## config.mk

```make
export PLATFORM = sky130hd
export DESIGN_NAME = jk_ff_sequencer
export DESIGN_NICKNAME = d
export VERILOG_FILES = /design/src/rtl/jk_ff_sequencer.sv
export SDC_FILE = /design/constraint.sdc
export NUM_CORES = 1
export LEC_CHECK = 0
export BUFFER_PORTS_ARGS = -buffer_cell sky130_fd_sc_hd__buf_4
export CORE_MARGIN = 1
export CORE_UTILIZATION = 44
export CTS_CLUSTER_SIZE = 25
export DETAILED_ROUTE_END_ITERATION = 8
export PLACE_DENSITY = 0.72
export SLEW_MARGIN = 20
export SYNTH_ARGS = -nofsm -noshare
export SYNTH_HDL_FRONTEND = slang
export SYNTH_SLANG_ARGS = --single-unit
export TNS_END_PERCENT = 100
```

## constraint.sdc

```tcl
create_clock -name clk -period 1.5 [get_ports clk]
set_input_delay 0.225 -clock clk [delete_from_list [all_inputs] [get_ports clk]]
set_output_delay 0.225 -clock clk [all_outputs]
set_load 0.01 [all_outputs]
```

## src/rtl/jk_ff_sequencer.sv

```systemverilog
// Upstream driver/checker for a single-bit JK flip-flop: accepts a command, drives J/K/ff_rst
// for one cycle, samples Q/Qbar and compares them against an internal reference model.
module jk_ff_sequencer #(
   parameter int ERR_W = 8
) (
   input  logic             clk,
   input  logic             rst,
   input  logic             cmd_valid,
   input  logic [1:0]       cmd_jk,
   input  logic             cmd_clr,
   output logic             cmd_ready,
   output logic             J,
   output logic             K,
   output logic             ff_rst,
   input  logic             q_in,
   input  logic             qbar_in,
   output logic             rsp_valid,
   output logic             rsp_pass,
   output logic             exp_q,
   output logic [ERR_W-1:0] err_cnt
);

   typedef enum logic [1:0] {IDLE, DRIVE, CHECK, RESP} state_t;

   state_t state, state_nxt;
   logic   exp_next;
   logic   accept;
   logic   check_pass;
   logic   model_next;

   // NOTE: every always_comb output gets a default first so no path can infer a latch.
   always_comb begin
      state_nxt = state;
      unique case (state)
         IDLE:  if (cmd_valid) state_nxt = DRIVE;
         DRIVE: state_nxt = CHECK;
         CHECK: state_nxt = RESP;
         RESP:  state_nxt = IDLE;
         default: state_nxt = IDLE;
      endcase
   end

   assign cmd_ready  = (state == IDLE);
   assign accept     = cmd_valid && cmd_ready;
   assign model_next = cmd_clr ? 1'b0 : ((cmd_jk[1] & ~exp_q) | (~cmd_jk[0] & exp_q));
   // A Q/Qbar pair that is not complementary fails even if Q itself matches.
   assign check_pass = (q_in == exp_next) && (qbar_in == ~q_in);

   // NOTE: sequential state uses non-blocking assignments so all registers see pre-edge values.
   always_ff @(posedge clk) begin
      if (rst) begin
         state     <= IDLE;
         J         <= 1'b0;
         K         <= 1'b0;
         ff_rst    <= 1'b0;
         rsp_valid <= 1'b0;
         rsp_pass  <= 1'b0;
         exp_q     <= 1'b0;
         exp_next  <= 1'b0;
         err_cnt   <= '0;
      end else begin
         state     <= state_nxt;
         J         <= 1'b0;
         K         <= 1'b0;
         ff_rst    <= 1'b0;
         rsp_valid <= 1'b0;
         // J/K/ff_rst are loaded on the accept edge so they are live exactly during DRIVE.
         if (accept) begin
            J        <= cmd_jk[1] & ~cmd_clr;
            K        <= cmd_jk[0] & ~cmd_clr;
            ff_rst   <= cmd_clr;
            exp_next <= model_next;
         end
         if (state == CHECK) begin
            rsp_valid <= 1'b1;
            rsp_pass  <= check_pass;
            if (check_pass) begin
               exp_q <= exp_next;
            end else begin
               // Resynchronise to the observed flop so one fault does not cascade.
               exp_q <= q_in;
               if (err_cnt != {ERR_W{1'b1}}) err_cnt <= err_cnt + ERR_W'(1);
            end
         end
      end
   end

endmodule

```

==> results.toml <==
[yosys]
synth_seq_cells = 17
synthesis.area_um2 = 773.2
yosysTopAreaCell = "dfxtp_1"
yosysTopAreaCellShare_pct = 44.01
synth_edf_count = 0
ys.flop_type = "dfxtp_1"
synth_cell_type_count = 27
async_flop_share_pct = 0
synth_nets = 96
synth_cells = 84
synth.area.top_cells = "dfxtp_1 44%, ha_1 6.5%, a21oi_1 5.2%"
avgSynthCellArea_um2 = 9.205
yosys_warnings = 0
ys_seq_area_share_pct = 44.01

[min_path]
hold_path.class = "input pin to register"
min_path_cells = 2
min_from = "cmd_clr"
min_to = "J"

[sta]
post-route-period-util_pct = 96.54
min_period_ps = 1448
fin_ws_ps = 51.89
hold_violations = 0
rsz0062_at_grt = "true"
fin_tns_setup_ps = 0
slew-limit-headroom_pct = 79.36
skew_ps = 1.074
drv_slew = 0
timing.fmax_ghz = 0.6906
tightest_slew_ps = 306.9
setup_violations = 0

[floorplan]
start_util_pct = 49.05
pin_count = 23
fp-row-count = 14
die-width_um = 43.92
die_h_um = 43.92
dieArea_um2 = 1929
core_um2 = 1577

[finish]
stdcell_count = 133
multi_input_area_um2 = 465.4
fin_nets = 130
post-route-util_pct = 70.24
fillers = 130
drive_above_1_share_pct = 41.03
synthToLayoutAreaGrowth_pct = 43.20
diodes = 0
seqCellArea_um2 = 344.1

[worst_setup_path]
critPathLaunchType = "register"
critPathRequiredTime_ps = 1730
end_kind = "register"
r2r-start = "state[0]"
crit_type = "register to register"
cp_max_fo = 5
reg2regPathDepth = 5
arrival_ps = 1680
worstReg2RegEnd = "err_cnt[3]"
regToRegSetupSlack_ps = 50

[clock_tree]
path_clk_slew_ps = 90
htree_levels = 1
cts_buffer_depth = 2
ctsHoldBuffers = 0
cts-root-buf = "clkbuf_4"
cts_tree = "yes"
clkSinkCount = 17
numCtsBuffers = 3
clk_latency_ps = 290

[global_route]
track_usage_pct = 21.42
antenna_found_initial = 0
grt-ovfl-total = 0
grt_pass1_wl_mm = 3.049
grt_pass1_vias = 686
grt_start_max_net_pins = 19

[placement]
io_buffer_count = 22
dp_slack_ps = 3.402
dpl.cell_count = 126
hpwl_mm = 1.355
gp_congestion = 0.8314

[run]
maxCapViolations = 0

[power]
p_total_mw = 1.303
max-vdd-ir-drop_uv = 998.8
power_density_nw_per_um2 = 1177
p_leak_nw = 0.4241

[route]
wl_mm = 2.027
firstDrtPassIters = 6
wl_per_cell_um = 15.24
vias = 756
drtIter0Drc = 15
vias_per_cell = 5.684
drtAntennaViolNets = 0
drc = 2

[outcome]
outcome = "finished, violations left"
violations = "DRC"
## report_power, final
group	leakage (nW)	switching, mW	internal [mW]
combinational	0.270	0.253	0.255
sequential	0.139	0.0426	0.512
clock	0.0150	0.137	0.103
total	0.424	0.432	0.871
## metrics by stage
step	hold WS (ps)	area (µm²)
floorplan	301.7	794.5
global placement	417.0	1013
detailed placement	417.2	1013
CTS	109.5	1040
global route	136.2	1107
finish	144.6	1107
## layer usage
metal,up-vias,track usage (%),share of wire (%)
li1,376,-,-
met3,9,5.000,4.3
met1,351,27.04,44
met4,0,11.52,2.4
met5,-,0,0
met2,20,33.73,49
## cells in the mapped netlist (all sizes together) (3+ instances only)
cell type / n
a21oi: 8
inv: 3
nor2: 9
nor2b: 3
nand2: 4
dfxtp: 17
nand3: 4
o31ai: 3
ha: 4
## how the worst max path moves through the flow
stage / startpoint / endpoint / slack [ps] / cells past startpoint
4_1_cts: err_cnt[0] / err_cnt[5] / 30 / 5
3_3_place_gp: state[0] / err_cnt[5] / 80 / 5
5_1_grt: err_cnt[1] / err_cnt[5] / -10 / 4
3_5_place_dp: state[0] / err_cnt[5] / 3 / 5
6_report: state[0] / err_cnt[3] / 50 / 5
2_1_floorplan: state[0] / err_cnt[5] / 20 / 6
## placed cells by master (no fill, tap or decap), types with 2 or more instances in the layout
| cell type | count |
|---|---|
| buf_4 | 32 |
| dfxtp_1 | 14 |
| nor2_1 | 8 |
| a21oi_1 | 7 |
| nand3_1 | 4 |
| nand2_1 | 3 |
| nor2b_1 | 3 |
| o31ai_1 | 3 |
| ha_1 | 3 |
| clkbuf_4 | 3 |
| dfxtp_2 | 3 |
| inv_1 | 2 |
| mux2i_1 | 2 |
| nand4_1 | 2 |
| nor3b_1 | 2 |
| a211oi_1 | 2 |
| nor3_1 | 2 |
| or4_1 | 2 |
| or3_1 | 2 |
| o21ai_0 | 2 |
| nor4b_1 | 2 |
## worst max-delay path: stages, from the launching register on
cell      delay, ps
dfxtp_1         320
inv_2            90
ha_4            170
o221ai_4        120
or4_1           540
a21oi_2         150
## sequential cells by signal, summed over array words and instances, names as in the netlist
name,cells
exp_next,1
rsp_valid,1
exp_q,1
ff_rst,1
rsp_pass,1
err_cnt,8
K,1
state,2
J,1
## cell type report
cell class	instances	share of cell area [%]
Multi-Input combinational cell	61	42.03
Sequential cell	17	31.07
Inverter	3	1.017
Tap cell	16	1.808
Clock buffer	4	2.373
Timing Repair Buffer	32	21.69
## timing repair
item,in CTS,in global routing
resized for setup,0,10
cloned,0,0
pin swaps,1,1
setup endpoints to repair,1,5
buffers inserted,0,3
## kinds of logic after synthesis
family | share of synthesized area, %
compound gates | 15.86
fa+ha+maj | 6.473
buf+inv | 3.884
flops | 44.01
mux | 4.045
simple gates | 25.73
Power figures use the tool's default switching activity.
